`config.mk`:
```
export PLATFORM = sky130hd
export DESIGN_NAME = contador_multi
export DESIGN_NICKNAME = d
export VERILOG_FILES = /design/src/rtl/contador_multi.sv
export SDC_FILE = /design/constraint.sdc
export NUM_CORES = 1
export LEC_CHECK = 0
export ABC_CLOCK_PERIOD_IN_PS = 3700
export CORE_ASPECT_RATIO = 1.75
export CORE_UTILIZATION = 25
export CTS_CLUSTER_SIZE = 14
export DETAILED_ROUTE_END_ITERATION = 8
export HOLD_SLACK_MARGIN = 0.02
export PLACE_DENSITY = 0.47
export SYNTH_ARGS = -nofsm -noshare
export SYNTH_HDL_FRONTEND = slang
export SYNTH_SLANG_ARGS = --single-unit
```
`constraint.sdc`:
```
create_clock -name clk -period 3.7 [get_ports clk]
set_clock_uncertainty 0.1 [all_clocks]
set_input_delay 0.925 -clock clk [delete_from_list [all_inputs] [get_ports clk]]
set_output_delay 0.925 -clock clk [all_outputs]
set_load 0.03 [all_outputs]
```
`src/rtl/contador_multi.sv`:
```
// ============================================================================
// Module   : contador_multi
// Summary  : Multi-channel push counter with single and sweep reads, overflow
//            policy, sticky overflow flags and optional clear-on-read.
// Revision : 1.0
// ============================================================================
`default_nettype none

module contador_multi #(
  parameter int NUM_CH      = 5,
  parameter int IDX_W       = 3,
  parameter int COUNT_W     = 6,
  parameter int SATURATE    = 0,
  parameter int CLR_ON_READ = 0
) (
  input  logic               clk,
  input  logic               reset_L,
  input  logic [NUM_CH-1:0]  push,
  input  logic               req,
  input  logic [IDX_W-1:0]   idx,
  output logic [COUNT_W-1:0] data,
  output logic               valid,
  output logic               busy,
  output logic [NUM_CH-1:0]  ovf
);

  localparam logic [IDX_W-1:0]   c_num_ch  = IDX_W'(NUM_CH);
  localparam logic [IDX_W-1:0]   c_last_ch = IDX_W'(NUM_CH - 1);
  localparam logic [IDX_W-1:0]   c_ptr_one = IDX_W'(1);
  localparam logic [COUNT_W-1:0] c_max     = {COUNT_W{1'b1}};
  localparam logic [COUNT_W-1:0] c_one     = COUNT_W'(1);

  typedef enum logic [0:0] {
    S_IDLE  = 1'b0,
    S_SWEEP = 1'b1
  } state_t;

  state_t               state_q, state_d;
  logic [IDX_W-1:0]     ptr_q, ptr_d;
  logic [COUNT_W-1:0]   data_q, data_d;
  logic                 valid_q, valid_d;
  logic                 busy_q, busy_d;
  logic [COUNT_W-1:0]   cnt_q [NUM_CH];
  logic [COUNT_W-1:0]   cnt_d [NUM_CH];
  logic [NUM_CH-1:0]    ovf_q, ovf_d;
  logic                 w_rd_en;
  logic [IDX_W-1:0]     w_rd_ch;

  // Read control; busy_q also blocks the cycle in which the last sweep word is shown.
  always_comb begin
    state_d = state_q;
    ptr_d   = ptr_q;
    data_d  = data_q;
    valid_d = 1'b0;
    busy_d  = 1'b0;
    w_rd_en = 1'b0;
    w_rd_ch = '0;
    case (state_q)
      S_IDLE: begin
        if (req && !busy_q) begin
          if (idx < c_num_ch) begin
            w_rd_en = 1'b1;
            w_rd_ch = idx;
          end else if (idx == c_num_ch) begin
            w_rd_en = 1'b1;
            w_rd_ch = '0;
            busy_d  = 1'b1;
            ptr_d   = c_ptr_one;
            state_d = S_SWEEP;
          end
        end
      end
      S_SWEEP: begin
        w_rd_en = 1'b1;
        w_rd_ch = ptr_q;
        busy_d  = 1'b1;
        ptr_d   = ptr_q + c_ptr_one;
        if (ptr_q == c_last_ch) begin
          state_d = S_IDLE;
          ptr_d   = '0;
        end
      end
      default: state_d = S_IDLE;
    endcase
    if (w_rd_en) begin
      data_d  = cnt_q[w_rd_ch];
      valid_d = 1'b1;
    end
  end

  // A clearing read restarts the counter from this edge's push, never flagging overflow.
  always_comb begin
    for (int i = 0; i < NUM_CH; i++) begin
      cnt_d[i] = cnt_q[i];
      ovf_d[i] = ovf_q[i];
      if ((CLR_ON_READ != 0) && w_rd_en && (w_rd_ch == IDX_W'(i))) begin
        cnt_d[i] = {{(COUNT_W-1){1'b0}}, push[i]};
        ovf_d[i] = 1'b0;
      end else if (push[i]) begin
        if (cnt_q[i] == c_max) begin
          ovf_d[i] = 1'b1;
          cnt_d[i] = (SATURATE != 0) ? c_max : '0;
        end else begin
          cnt_d[i] = cnt_q[i] + c_one;
        end
      end
    end
  end

  always_ff @(posedge clk) begin
    if (!reset_L) begin
      state_q <= S_IDLE;
      ptr_q   <= '0;
      data_q  <= '0;
      valid_q <= 1'b0;
      busy_q  <= 1'b0;
      ovf_q   <= '0;
      for (int i = 0; i < NUM_CH; i++) begin
        cnt_q[i] <= '0;
      end
    end else begin
      state_q <= state_d;
      ptr_q   <= ptr_d;
      data_q  <= data_d;
      valid_q <= valid_d;
      busy_q  <= busy_d;
      ovf_q   <= ovf_d;
      for (int i = 0; i < NUM_CH; i++) begin
        cnt_q[i] <= cnt_d[i];
      end
    end
  end

  assign data  = data_q;
  assign valid = valid_q;
  assign busy  = busy_q;
  assign ovf   = ovf_q;

endmodule

`default_nettype wire

```
==> flow_summary.yaml <==
detailed_routing:
  ant_nets: 0
  vias: 1802
  remaining_drc_errors: 0
  wl_um: 5240
  avgViaCountPerCell: 4.64
  wl_per_cell_um: 13.5
  first_pass_iters: 4
  drt_iter0_markers: 82
power_and_ir_drop:
  leakagePower_nw: 0.990
  powerDensity_nw_per_um2: 399
  ir_worst_vdd_mv: 0.192
  power_mw: 1.09
  pwr-share-seq_pct: 50.2
  power_switching_uw: 266
  p_int_uw: 829
  clock_power_share_pct: 38.6
  pwr-share-comb_pct: 11.3
  swShare_pct: 24.3
worst_setup_path:
  end_kind: "register"
  arrival_ps: 2710
  slowest_stage: "clkdlybuf4s50_1"
  crit_buf_inv: 1
  startpoint_type: "input port"
  critical_path.max_fanout: 6
  critPathMaxStageDelay_ps: 510
  path_cells: "clkdlybuf4s50_1 -> nand2b_1 -> o31a_1 -> mux2_4 -> a221oi_1 -> a21oi_1"
  crit_family: "compound AO/OA/AOI/OAI gates"
  required_ps: 3770
  critPathKind: "in -> reg"
timing:
  post-route-period-util_pct: 71.5
  max_freq_mhz: 378
  worst_slew_pin_slew_ps: 712
  rsz0062_at_grt: "no"
  max_slew_margin_pct: 52.4
  finalHoldViolations: 0
  slew_viol_final: 0
  timing.final.ws_setup_ps: 1050
  setup_tns_ps: 0
  fin_crit_ps: 2650
  setup_viol: 0
finish:
  synthToLayoutAreaGrowth_pct: 21.8
  diodes: 0
  drive_gt1_share_pct: 7.38
  post-route-util_pct: 31.4
  fillCellCount: 943
  final_nets: 290
place:
  place_hpwl_um: 4080
  pre_cts_ws_ps: 760
  gp_congestion: 0.757
  io_buffer_count: 23
clock_network:
  tritoncts: "built"
  clkTransAtPathRegs_ps: 60
  ctsResizeCount: 0
  clock-root-buffer: "clkbuf_16"
  cts_buffers: 5
  cts_setup_buffers: 0
  insertion_delay_ps: 290
  clockBufferDepth: 2
  hold_buffers: 0
  h-tree-depth: 2
  numClockSinks: 47
worst_hold_path:
  min_path_type: "reg -> reg"
grt:
  track_usage_pct: 12.2
  grt_first_pass_wirelength_um: 8490
  grt_pass1_vias: 1755
  antenna_found_initial: 0
  gr-total-overflow: 0
  grt_max_degree: 23
die:
  die_h_um: 127
  die_area_um2: 9400
  die_w_um: 73.7
  coreArea_um2: 8730
  core.rowCount: 45
  io_pins: 24
  initial_utilization_pct: 25.8
outcome:
  status: "finished, final reports clean"
logic_synthesis:
  synth.avg_cell_area_um2: 9.18
  yosysWarningCount: 0
  synth.distinct_cells: 36
  netlist_instances: 245
  synthArstFlopShare_pct: 0
  synth_nets: 263
  synthesis.area_um2: 2250
  yosys-top-cells-count: "dfxtp_1, nand2_1, o21ai_0"
  synth_flop_cell: "dfxtp_1"
  ys_seq_elements: 47
  yosys-top-cells-area: "dfxtp_1, xnor2_1, mux2i_1, o21ai_0, ha_1"
  netlist.area_leader.share_pct: 41.8
  synth-edff-count: 0
  ys_seq_area_share_pct: 41.8
  synth_most_common_cell: "dfxtp_1"
  synth_top_cell_by_area: "dfxtp_1"
job:
  drv_cap: 0
==> sequential cells by signal, summed over array words and instances (netlist names) <==
signal   cells
ovf          5
valid        1
ptr_q        3
data         6
state_q      1
cnt_q       30
busy         1
==> final cells by class <==
class	count	area, µm²	area share (%)
inverters	4	15.0	0.548
clock buffers	6	129	4.70
repair buffers	26	253	9.22
flip-flops and latches	47	941	34.3
multi-input cells	188	1260	45.8
well taps	117	146	5.34
==> power by group through the flow <==
stage                     combinational, mW  clock (mW)  sequential, mW
after floorplan                      0.0693           0           0.564
after global placement                0.123           0           0.561
after detailed placement              0.125           0           0.561
after CTS                             0.126       0.440           0.549
after global routing                  0.139       0.461           0.551
final                                 0.123       0.422           0.549
==> stage by stage <==
stage	instance area (µm²)	hold WS (ps)	cells
floorplan	2250	371	245
global placement	2610	350	382
detailed placement	2610	362	382
CTS	2740	378	388
global route	2740	406	388
finish	2740	373	388
==> worst reg2reg max path, stage by stage, from the launching register on <==
cell	delay, ps
dfxtp_1	660
o31a_1	460
mux2_4	340
a221oi_1	290
a21oi_1	110
==> cell usage in the layout (no fill, tap or decap), types with 2 or more instances in the layout <==
cell type and n:
dfxtp_1 47, clkdlybuf4s50_1 23, nand2_1 22, o21ai_0 19, nor2_1 17, a21oi_1 16, xnor2_1 15, and2_1 13
mux2i_1 11, nand4_1 10, nor2b_1 7, ha_1 7, o21a_1 6, or3_1 5, xor2_1 5, clkbuf_16 5
nand2b_1 4, or2_0 4, inv_1 3, mux2_4 3, a221oi_1 3, mux2_2 3, a31oi_1 3, buf_4 3
o31a_1 2, o22ai_1 2, or2_1 2
==> kinds of logic after synthesis <==
logic type | Yosys count | synth area share, %
XOR/XNOR | 20 | 7.79
AO/OA/AOI/OAI | 55 | 15.0
AND/OR/NAND/NOR | 89 | 20.7
adder cells (fa/ha/maj) | 7 | 3.89
flip-flops | 47 | 41.8
buffers and inverters | 10 | 2.34
multiplexers | 17 | 8.40
==> path summary, 6_finish.rpt <==
kind              slack, ps  cells past startpoint      end    start
setup / recovery       1050                      6  data[2]   idx[2]
setup reg to reg       1620                      4  data[2]  state_q
hold / removal          370                      1   ovf[0]   ovf[0]
hold reg to reg         370                      1   ovf[0]   ovf[0]
==> layer usage <==
metal	routed length (µm)	track usage (%)	share of wire (%)
met4	124	6.45	2.4
met2	2900	21.9	55
met1	2060	13.0	39
met3	155	2.21	3.0
met5	0	0	0
(Power assumes the default switching activity.)
